## config.mk

```make
export PLATFORM = sky130hd
export DESIGN_NAME = inst_fetch_bus_if_flat
export DESIGN_NICKNAME = d
export VERILOG_FILES = /design/src/rtl/inst_fetch_bus_if_pkg.sv /design/src/rtl/inst_fetch_bus_if_if.sv /design/src/rtl/inst_fetch_bus_if.sv /design/src/flat_wrapper.sv
export SDC_FILE = /design/constraint.sdc
export NUM_CORES = 1
export LEC_CHECK = 0
export BUFFER_PORTS_ARGS = -buffer_cell sky130_fd_sc_hd__buf_2
export CORE_MARGIN = 4
export CORE_UTILIZATION = 44
export CTS_CLUSTER_DIAMETER = 150
export DETAILED_ROUTE_END_ITERATION = 12
export GPL_ROUTABILITY_DRIVEN = 0
export HOLD_SLACK_MARGIN = 0.05
export MAX_ROUTING_LAYER = met4
export PLACE_DENSITY = 0.87
export SLEW_MARGIN = 10
export SYNTH_ARGS = -nofsm -noshare
export SYNTH_HDL_FRONTEND = slang
export SYNTH_SLANG_ARGS = --single-unit
```

## constraint.sdc

```tcl
create_clock -name clk -period 1.6 [get_ports clk]
set_clock_uncertainty 0.15 [all_clocks]
set_input_delay 0.08 -clock clk [delete_from_list [all_inputs] [get_ports clk]]
set_output_delay 0.08 -clock clk [all_outputs]
set_load 0.03 [all_outputs]
```

## src/rtl/inst_fetch_bus_if_pkg.sv

```systemverilog
// Shared encodings and widths for the instruction-fetch bus responder.
// State encodings, pipeline constants and the default abort timeout.
package inst_fetch_bus_if_pkg;

    localparam int unsigned ADDR_W     = 32;
    localparam int unsigned DATA_W     = 32;
    localparam int unsigned SEL_W      = 4;
    localparam int unsigned STALL_W    = 6;
    localparam int unsigned CNT_W      = 8;
    localparam int unsigned STALL_IFID = 1;

    localparam int unsigned TIMEOUT_CYCLES_DEFAULT = 255;

    localparam logic [DATA_W-1:0] ZERO_WORD   = '0;
    localparam logic              CHIP_ENABLE = 1'b1;
    localparam logic              RST_ENABLE  = 1'b1;
    localparam logic [SEL_W-1:0]  SEL_ALL     = 4'hF;

    typedef enum logic [1:0] {
        WB_IDLE           = 2'b00,
        WB_BUSY           = 2'b01,
        WB_WAIT_FOR_STALL = 2'b11
    } wb_state_t;

endpackage

```

## src/rtl/inst_fetch_bus_if_if.sv

```systemverilog
// Instruction bus bundle between the fetch responder (master) and memory (slave).
// bus_err_o exists only when FETCH_TIMEOUT_EN is defined.
interface inst_fetch_bus_if_if;
    import inst_fetch_bus_if_pkg::*;

    logic [ADDR_W-1:0] bus_addr_o;
    logic              bus_cyc_o;
    logic              bus_stb_o;
    logic              bus_we_o;
    logic [SEL_W-1:0]  bus_sel_o;
    logic [DATA_W-1:0] bus_data_i;
    logic              bus_ack_i;
`ifdef FETCH_TIMEOUT_EN
    logic              bus_err_o;
`endif

    modport master (
        output bus_addr_o, bus_cyc_o, bus_stb_o, bus_we_o, bus_sel_o,
`ifdef FETCH_TIMEOUT_EN
        output bus_err_o,
`endif
        input  bus_data_i, bus_ack_i
    );

    modport slave (
        input  bus_addr_o, bus_cyc_o, bus_stb_o, bus_we_o, bus_sel_o,
`ifdef FETCH_TIMEOUT_EN
        input  bus_err_o,
`endif
        output bus_data_i, bus_ack_i
    );

endinterface

```

## src/rtl/inst_fetch_bus_if.sv

```systemverilog
// Single-beat instruction-fetch bus responder with pipeline stall request.
// Optional FETCH_TIMEOUT_EN aborts an unacknowledged fetch after TIMEOUT_CYCLES.
module inst_fetch_bus_if
    import inst_fetch_bus_if_pkg::*;
#(
    parameter int unsigned TIMEOUT_CYCLES = TIMEOUT_CYCLES_DEFAULT
) (
    input  logic                clk,
    input  logic                rst,
    input  logic                ce_i,
    input  logic [ADDR_W-1:0]   addr_i,
    input  logic [STALL_W-1:0]  stall_i,
    input  logic                flush_i,
    output logic [DATA_W-1:0]   data_o,
    output logic                stallreq_o,
    inst_fetch_bus_if_if.master bus
);

    wb_state_t         state;
    logic [DATA_W-1:0] rd_buf;
    logic              ifid_stall;
    logic              timeout_hit;
    logic [DATA_W-1:0] data_c;
    logic              stallreq_c;
    logic              err_c;
    logic [4:0]        unused_stall;

    assign ifid_stall   = stall_i[STALL_IFID];
    assign unused_stall = {stall_i[5:2], stall_i[0]};

`ifdef FETCH_TIMEOUT_EN
    logic [CNT_W-1:0] wait_cnt;

    // Counts unacknowledged BUSY cycles; zero on every BUSY entry
    always_ff @(posedge clk) begin
        if (rst == RST_ENABLE || state != WB_BUSY || flush_i) begin
            wait_cnt <= '0;
        end else if (!bus.bus_ack_i) begin
            wait_cnt <= wait_cnt + CNT_W'(1);
        end
    end

    assign timeout_hit = (state == WB_BUSY) && !bus.bus_ack_i
                       && (wait_cnt == CNT_W'(TIMEOUT_CYCLES - 1));
    assign bus.bus_err_o = err_c;
`else
    logic [CNT_W-1:0] unused_timeout;
    assign unused_timeout = CNT_W'(TIMEOUT_CYCLES);
    assign timeout_hit    = 1'b0;
`endif

    assign bus.bus_we_o = 1'b0;

    // FSM with registered bus outputs; flush has priority over an ack
    always_ff @(posedge clk) begin
        if (rst == RST_ENABLE) begin
            state          <= WB_IDLE;
            bus.bus_addr_o <= '0;
            bus.bus_cyc_o  <= 1'b0;
            bus.bus_stb_o  <= 1'b0;
            bus.bus_sel_o  <= '0;
            rd_buf         <= ZERO_WORD;
        end else if (flush_i) begin
            state          <= WB_IDLE;
            bus.bus_addr_o <= '0;
            bus.bus_cyc_o  <= 1'b0;
            bus.bus_stb_o  <= 1'b0;
            bus.bus_sel_o  <= '0;
        end else begin
            case (state)
                WB_IDLE: begin
                    if (ce_i == CHIP_ENABLE) begin
                        bus.bus_addr_o <= addr_i;
                        bus.bus_cyc_o  <= 1'b1;
                        bus.bus_stb_o  <= 1'b1;
                        bus.bus_sel_o  <= SEL_ALL;
                        state          <= WB_BUSY;
                    end
                end
                WB_BUSY: begin
                    if (bus.bus_ack_i) begin
                        bus.bus_cyc_o <= 1'b0;
                        bus.bus_stb_o <= 1'b0;
                        bus.bus_sel_o <= '0;
                        rd_buf        <= bus.bus_data_i;
                        state         <= ifid_stall ? WB_WAIT_FOR_STALL : WB_IDLE;
                    end else if (timeout_hit) begin
                        bus.bus_addr_o <= '0;
                        bus.bus_cyc_o  <= 1'b0;
                        bus.bus_stb_o  <= 1'b0;
                        bus.bus_sel_o  <= '0;
                        state          <= WB_IDLE;
                    end
                end
                WB_WAIT_FOR_STALL: begin
                    if (!ifid_stall) begin
                        state <= WB_IDLE;
                    end
                end
                default: state <= WB_IDLE;
            endcase
        end
    end

    // Data and stall request respond in the same cycle as the request/ack
    always_comb begin
        data_c     = ZERO_WORD;
        stallreq_c = 1'b0;
        err_c      = 1'b0;
        if (rst != RST_ENABLE && !flush_i) begin
            case (state)
                WB_IDLE: stallreq_c = (ce_i == CHIP_ENABLE);
                WB_BUSY: begin
                    if (bus.bus_ack_i) begin
                        data_c = bus.bus_data_i;
                    end else if (timeout_hit) begin
                        err_c = 1'b1;
                    end else begin
                        stallreq_c = 1'b1;
                    end
                end
                WB_WAIT_FOR_STALL: data_c = rd_buf;
                default: data_c = ZERO_WORD;
            endcase
        end
    end

    assign data_o     = data_c;
    assign stallreq_o = stallreq_c;

endmodule

```

## src/flat_wrapper.sv

```systemverilog
// flat-port wrapper written by rule: the top's interface ports become plain ports
module inst_fetch_bus_if_flat import inst_fetch_bus_if_pkg::*;
#(
    parameter int unsigned TIMEOUT_CYCLES = TIMEOUT_CYCLES_DEFAULT
)
  (clk, rst, ce_i, addr_i, stall_i, flush_i, data_o, stallreq_o, bus_bus_addr_o, bus_bus_cyc_o, bus_bus_stb_o, bus_bus_we_o, bus_bus_sel_o, bus_bus_data_i, bus_bus_ack_i);
  inst_fetch_bus_if_if bus_i ();
  input  logic clk;
  input  logic rst;
  input  logic ce_i;
  input  logic [ADDR_W-1:0] addr_i;
  input  logic [STALL_W-1:0] stall_i;
  input  logic flush_i;
  output logic [DATA_W-1:0] data_o;
  output logic stallreq_o;
  output wire logic [$bits(bus_i.bus_addr_o)-1:0] bus_bus_addr_o;
  output wire logic [$bits(bus_i.bus_cyc_o)-1:0] bus_bus_cyc_o;
  output wire logic [$bits(bus_i.bus_stb_o)-1:0] bus_bus_stb_o;
  output wire logic [$bits(bus_i.bus_we_o)-1:0] bus_bus_we_o;
  output wire logic [$bits(bus_i.bus_sel_o)-1:0] bus_bus_sel_o;
  input wire logic [$bits(bus_i.bus_data_i)-1:0] bus_bus_data_i;
  input wire logic [$bits(bus_i.bus_ack_i)-1:0] bus_bus_ack_i;
  assign bus_bus_addr_o = bus_i.bus_addr_o;
  assign bus_bus_cyc_o = bus_i.bus_cyc_o;
  assign bus_bus_stb_o = bus_i.bus_stb_o;
  assign bus_bus_we_o = bus_i.bus_we_o;
  assign bus_bus_sel_o = bus_i.bus_sel_o;
  assign bus_i.bus_data_i = bus_bus_data_i;
  assign bus_i.bus_ack_i = bus_bus_ack_i;
  inst_fetch_bus_if #(.TIMEOUT_CYCLES(TIMEOUT_CYCLES)) u_core (.clk(clk), .rst(rst), .ce_i(ce_i), .addr_i(addr_i), .stall_i(stall_i), .flush_i(flush_i), .data_o(data_o), .stallreq_o(stallreq_o), .bus(bus_i));
endmodule
```

## Yosys cells after proc, flatten, opt, wreduce, memory -nomap -nowiden

Cells that the tools add are included.

- Reductions and logical operators: 9
- Mux-type cells: 17
- Div/mod/pow operators: 0
- $add $sub $neg: 0
- Shift-type cells: 0
- Equality and inequality tests: 5
- Bitwise logic cells: 2
- Magnitude comparators: 0
- Multipliers: 0

Operator list:

| kind | number |
|---|---|
| $mux 32 | 2 |
| $pmux 32 s2 | 1 |
| $reduce_and 3->1 | 3 |
| $mux 2 | 4 |
| $mux 4 | 2 |
| $pmux 4 s2 | 1 |
| $ne 2x2->1 const B | 3 |
| $pmux 2 s3 | 1 |
| $mux 1 | 4 |
| $pmux 1 s2 | 2 |
| $eq 2x1->1 const B | 1 |
| $eq 2x2->1 const B | 1 |
| $logic_not 2->1 | 1 |
| $not 1->1 | 2 |
| $reduce_and 2->1 | 1 |
| $reduce_bool 2->1 | 1 |
| $reduce_or 2->1 | 1 |
| $logic_and 1x1->1 | 1 |
| $logic_not 1->1 | 1 |

- Word-level logic and storage cells: 38
- Flip-flop bits (word level): 71
- Memory bits (read-only): 0
- Memories kept: 0
- Bits in latches: 0
- Output and inout port bits: 72
- Memory bits (writable): 0

## Logic depth before layout (Yosys ltp)

- Depth after elaboration: 3
- Depth in mapped cells: 5

## Worst setup path before layout

Ideal clock, no wire load.

- Path kind: register to output
- Start point: reg u_core.state[0]
- End point: out stallreq_o
- Arrival: 1.435 ns
- Slack: -0.065 ns
- Cell stages (with the launch flop): 4
- Path through: dfxtp_1 -> buf_2 -> or3b_2 -> a21oi_1

- Longest elaborated chain between the ends: 3

RTL lines:

| what | line | text |
|---|---|---|
| from (decl) | inst_fetch_bus_if.sv:19 | `wb_state_t state;` |
| from (signal assigned) | inst_fetch_bus_if.sv:86 | `state <= ifid_stall ? WB_WAIT_FOR_STALL : WB_IDLE;` |
| $eq 2x1->1 or $logic_not 2->1 (tied branches) | -- |  |
| $pmux 1 s2 * | inst_fetch_bus_if.sv:111 | `case (state)` |
| $mux 1 * | inst_fetch_bus_if.sv:110 | `if (rst != RST_ENABLE && !flush_i) begin` |
| to (decl) | flat_wrapper.sv:15 | `output logic stallreq_o;` |

Mark *: on every way between the ends. The rest lies on a longest branch, timed or not.

## Final worst setup path

- Start point: reg u_core.state[0]
- End point: out data_o[4]

- Longest elaborated chain between the ends: 3

RTL lines:

| what | line | text |
|---|---|---|
| $eq 2x2->1 or $eq 2x1->1 (tied branches) | -- |  |
| $pmux 32 s2 * | inst_fetch_bus_if.sv:111 |  |
| $mux 32 * | inst_fetch_bus_if.sv:110 |  |
| to (decl) | flat_wrapper.sv:14 | `output logic [DATA_W-1:0] data_o;` |

Marked as above.

==> out/summary.txt <==
unique cell type count in the Yosys netlist: 30
initial antenna violation count: 0
placed insts: 551
Comb pwr share: 17.2%
pwr dens: 775 nW/um2
worst rel slew slack: 27.0%
first-pass GRT wire length: 17600 um
routed wire length: 12500 um
hpwl dp: 6110 um
n_diodes: 0
vias in the first global route: 3562
Syn Nets: 419
largest net degree at the start of global routing: 59
failing checks: negative setup slack
Die W: 98.1 um
CTS Buf Count: 9
CP endpoint kind: output pin
Port Buffers: 140
status: complete, but fails checks
DR pass1 iterations: 5
Max Freq: 544 MHz
CP Class: register to output pin
final hold violations: 0
final setup fails: 46
CP arrival: 1.61 ns
CTS tree: built
Initial Util: 45.7%
DRC viols: 0
die area: 9620 um2
Post-Syn Area: 3570 um2
Internal: 3.37 mW
vias per cell: 5.77
I/O pin cnt: 147
Area growth syn-to-layout: 60.2%
CTS root buf: clkbuf_8
worst endpoint required time: 1.37 ns
Seq/Total Area, Yosys: 37.6%
clock tree sinks: 67
core box area: 7810 um2
initial DRC count: 258
num rows: 32
Flop pwr share: 39.1%
clk slew on worst S/H paths: 0.07 ns
maximum vdd ir drop: 509 uV
layout cells sized above 1: 45.0%
chip height: 98.1 um
Switching Share: 24.0%
Yosys warning count: 0
worst skew pair latency: 0.34 ns
Mapped Cells: 344
Avg Inst Size Synth: 10.4 um2
register bit count reported by yosys: 67
Switch Pwr: 1.06 mW
utilization after layout: 73.3%
Wirelength per Cell: 19.4 um
max cap viols: 0
htree depth: 3
Hold Crit Class: input port to register
hold_ws: 0.0750 ns
PnR Total Power: 4.43 mW
Non-Filler Instances: 644
crit-path max FO: 6
clock network fraction of design power: 43.8%
Final Max Slew Viols: 0
Final min period: 1.84 ns
Final period util: 115%
post-route worst setup slack: -0.240 ns
grt ovf: 0
fin nets: 612
Worst-Margin Slew: 1.09 ns
P_leak: 2.50 nW
antenna viol nets, final: 0
total track usage: 23.2%
RSZ-0062 raised after global routing: yes
Clock Path Buffers: 2
CP startpoint kind: register
Vias: 3715
==> flip-flops by register name (all words and copies together) (netlist names) <==
name and count:
u_core.state 2, u_core.rd_buf 32, u_core.bus.bus_addr_o 32, u_core.bus.bus_sel_o 1
==> stage by stage <==
stage               setup WS (ns)  setup TNS [ns]  area, um2
floorplan                 -0.0628          -0.314       3570
global placement           -0.187           -4.18       4250
detailed placement         -0.212           -4.95       4250
CTS                        -0.216           -6.41       5480
global route               -0.292           -9.38       5720
finish                     -0.240           -7.45       5720
==> cell usage in the layout, fill, tap and decap left out, types with 2 or more instances in the layout <==
cell           netlist  final
a32o_1              54     33
nor3b_1             64     64
nor2b_1             28     28
buf_4                9     10
buf_6               10     40
a32o_2               0     21
mux2i_1              5      4
a21oi_2              0      4
mux2_1              16      9
or3b_4               0      3
mux2_4               0     17
buf_2               25    107
dfxtp_4              0      2
mux2_2              16      6
clkbuf_8             0     11
clkbuf_16            0      2
a21oi_4              0      2
nand2b_1            11     11
buf_12               0      4
nand2_1              6      6
bufinv_16            0      4
nand3b_1             5      5
dfxtp_1             67     65
dlygate4sd3_1        0     66
==> kinds of logic after synthesis <==
| kind of cell | Yosys count | synth area share, % |
|---|---|---|
| compound gates | 63 | 16.7 |
| buf+inv | 51 | 9.32 |
| flops | 67 | 37.6 |
| mux | 37 | 11.5 |
| other cells | 1 | 0.105 |
| simple gates | 125 | 24.8 |
==> Yosys cell counts <==
cell | n | area (um2)
mux2_1 | 16 | 180
conb_1 | 1 | 3.75
and4bb_2 | 1 | 12.5
nand4bb_1 | 1 | 11.3
mux2_2 | 16 | 180
or3b_1 | 1 | 8.76
buf_6 | 10 | 113
nor2b_1 | 28 | 175
inv_1 | 1 | 3.75
nor2_1 | 2 | 7.51
buf_4 | 9 | 67.6
nand2b_1 | 11 | 68.8
a21oi_1 | 6 | 30.0
buf_2 | 25 | 125
mux2i_1 | 5 | 50.1
nor3b_4 | 1 | 18.8
a32o_1 | 54 | 541
and3b_1 | 1 | 8.76
or2_2 | 1 | 6.26
clkbuf_1 | 5 | 18.8
nor4bb_1 | 1 | 10.0
o21ai_0 | 1 | 5.00
a31oi_1 | 1 | 6.26
dfxtp_1 | 67 | 1340
nand3b_1 | 5 | 37.5
a2111oi_2 | 1 | 15.0
nand2_1 | 6 | 22.5
nor3b_1 | 64 | 480
clkbuf_2 | 1 | 5.00
or3b_2 | 2 | 17.5
==> routing by layer <==
layer  GRT usage (%)  routed length [um]  up-vias
met2            39.7                6260      233
li1                -                   -     1674
met4            6.71                 286        0
met5               -                   0        -
met3            6.43                1130       31
met1            26.4                4820     1777
==> power groups by stage <==
stage	registers, mW	logic, mW	clock network (mW)
6_report	1.73	0.761	1.94
5_1_grt	1.73	0.802	2.03
4_1_cts	1.73	0.663	1.96
3_5_place_dp	1.77	0.517	0
3_3_place_gp	1.77	0.503	0
2_1_floorplan	1.82	0.298	0
==> worst max-delay path, cell delays in order, from the launching register on <==
cell,delay [ns]
dfxtp_4,0.38
buf_6,0.10
or3b_4,0.44
a21oi_2,0.18
buf_6,0.17
==> repair_timing <==
action | 4_1_cts | 5_1_grt
buffers inserted | 4 | 2
resized for setup | 83 | 46
endpoints found under the hold margin | 65 | 1
pin swaps | 3 | 9
hold buffers | 65 | 1
setup endpoints to repair | 33 | 74
gates cloned | 1 | 4
==> final timing paths <==
kind / start / end / slack [ns] / depth (start not counted)
min: addr_i[20] / u_core.bus.bus_addr_o[20] / 0.08 / 3
max reg2reg: u_core.state[0] / u_core.rd_buf[6] / -0.10 / 5
min reg2reg: u_core.rd_buf[14] / u_core.rd_buf[14] / 0.33 / 2
max: u_core.state[0] / data_o[4] / -0.24 / 4
==> cell type report <==
class                      count  area [um2]
tap                          102         128
multi-input combinational    227        2070
clock inverter                 4         120
inverter                       1        3.75
timing repair buffer         231        1900
clock buffer                  12         155
sequential                    67        1350
fill                         507        2090
No activity file was read; power rests on OpenSTA's default activity.
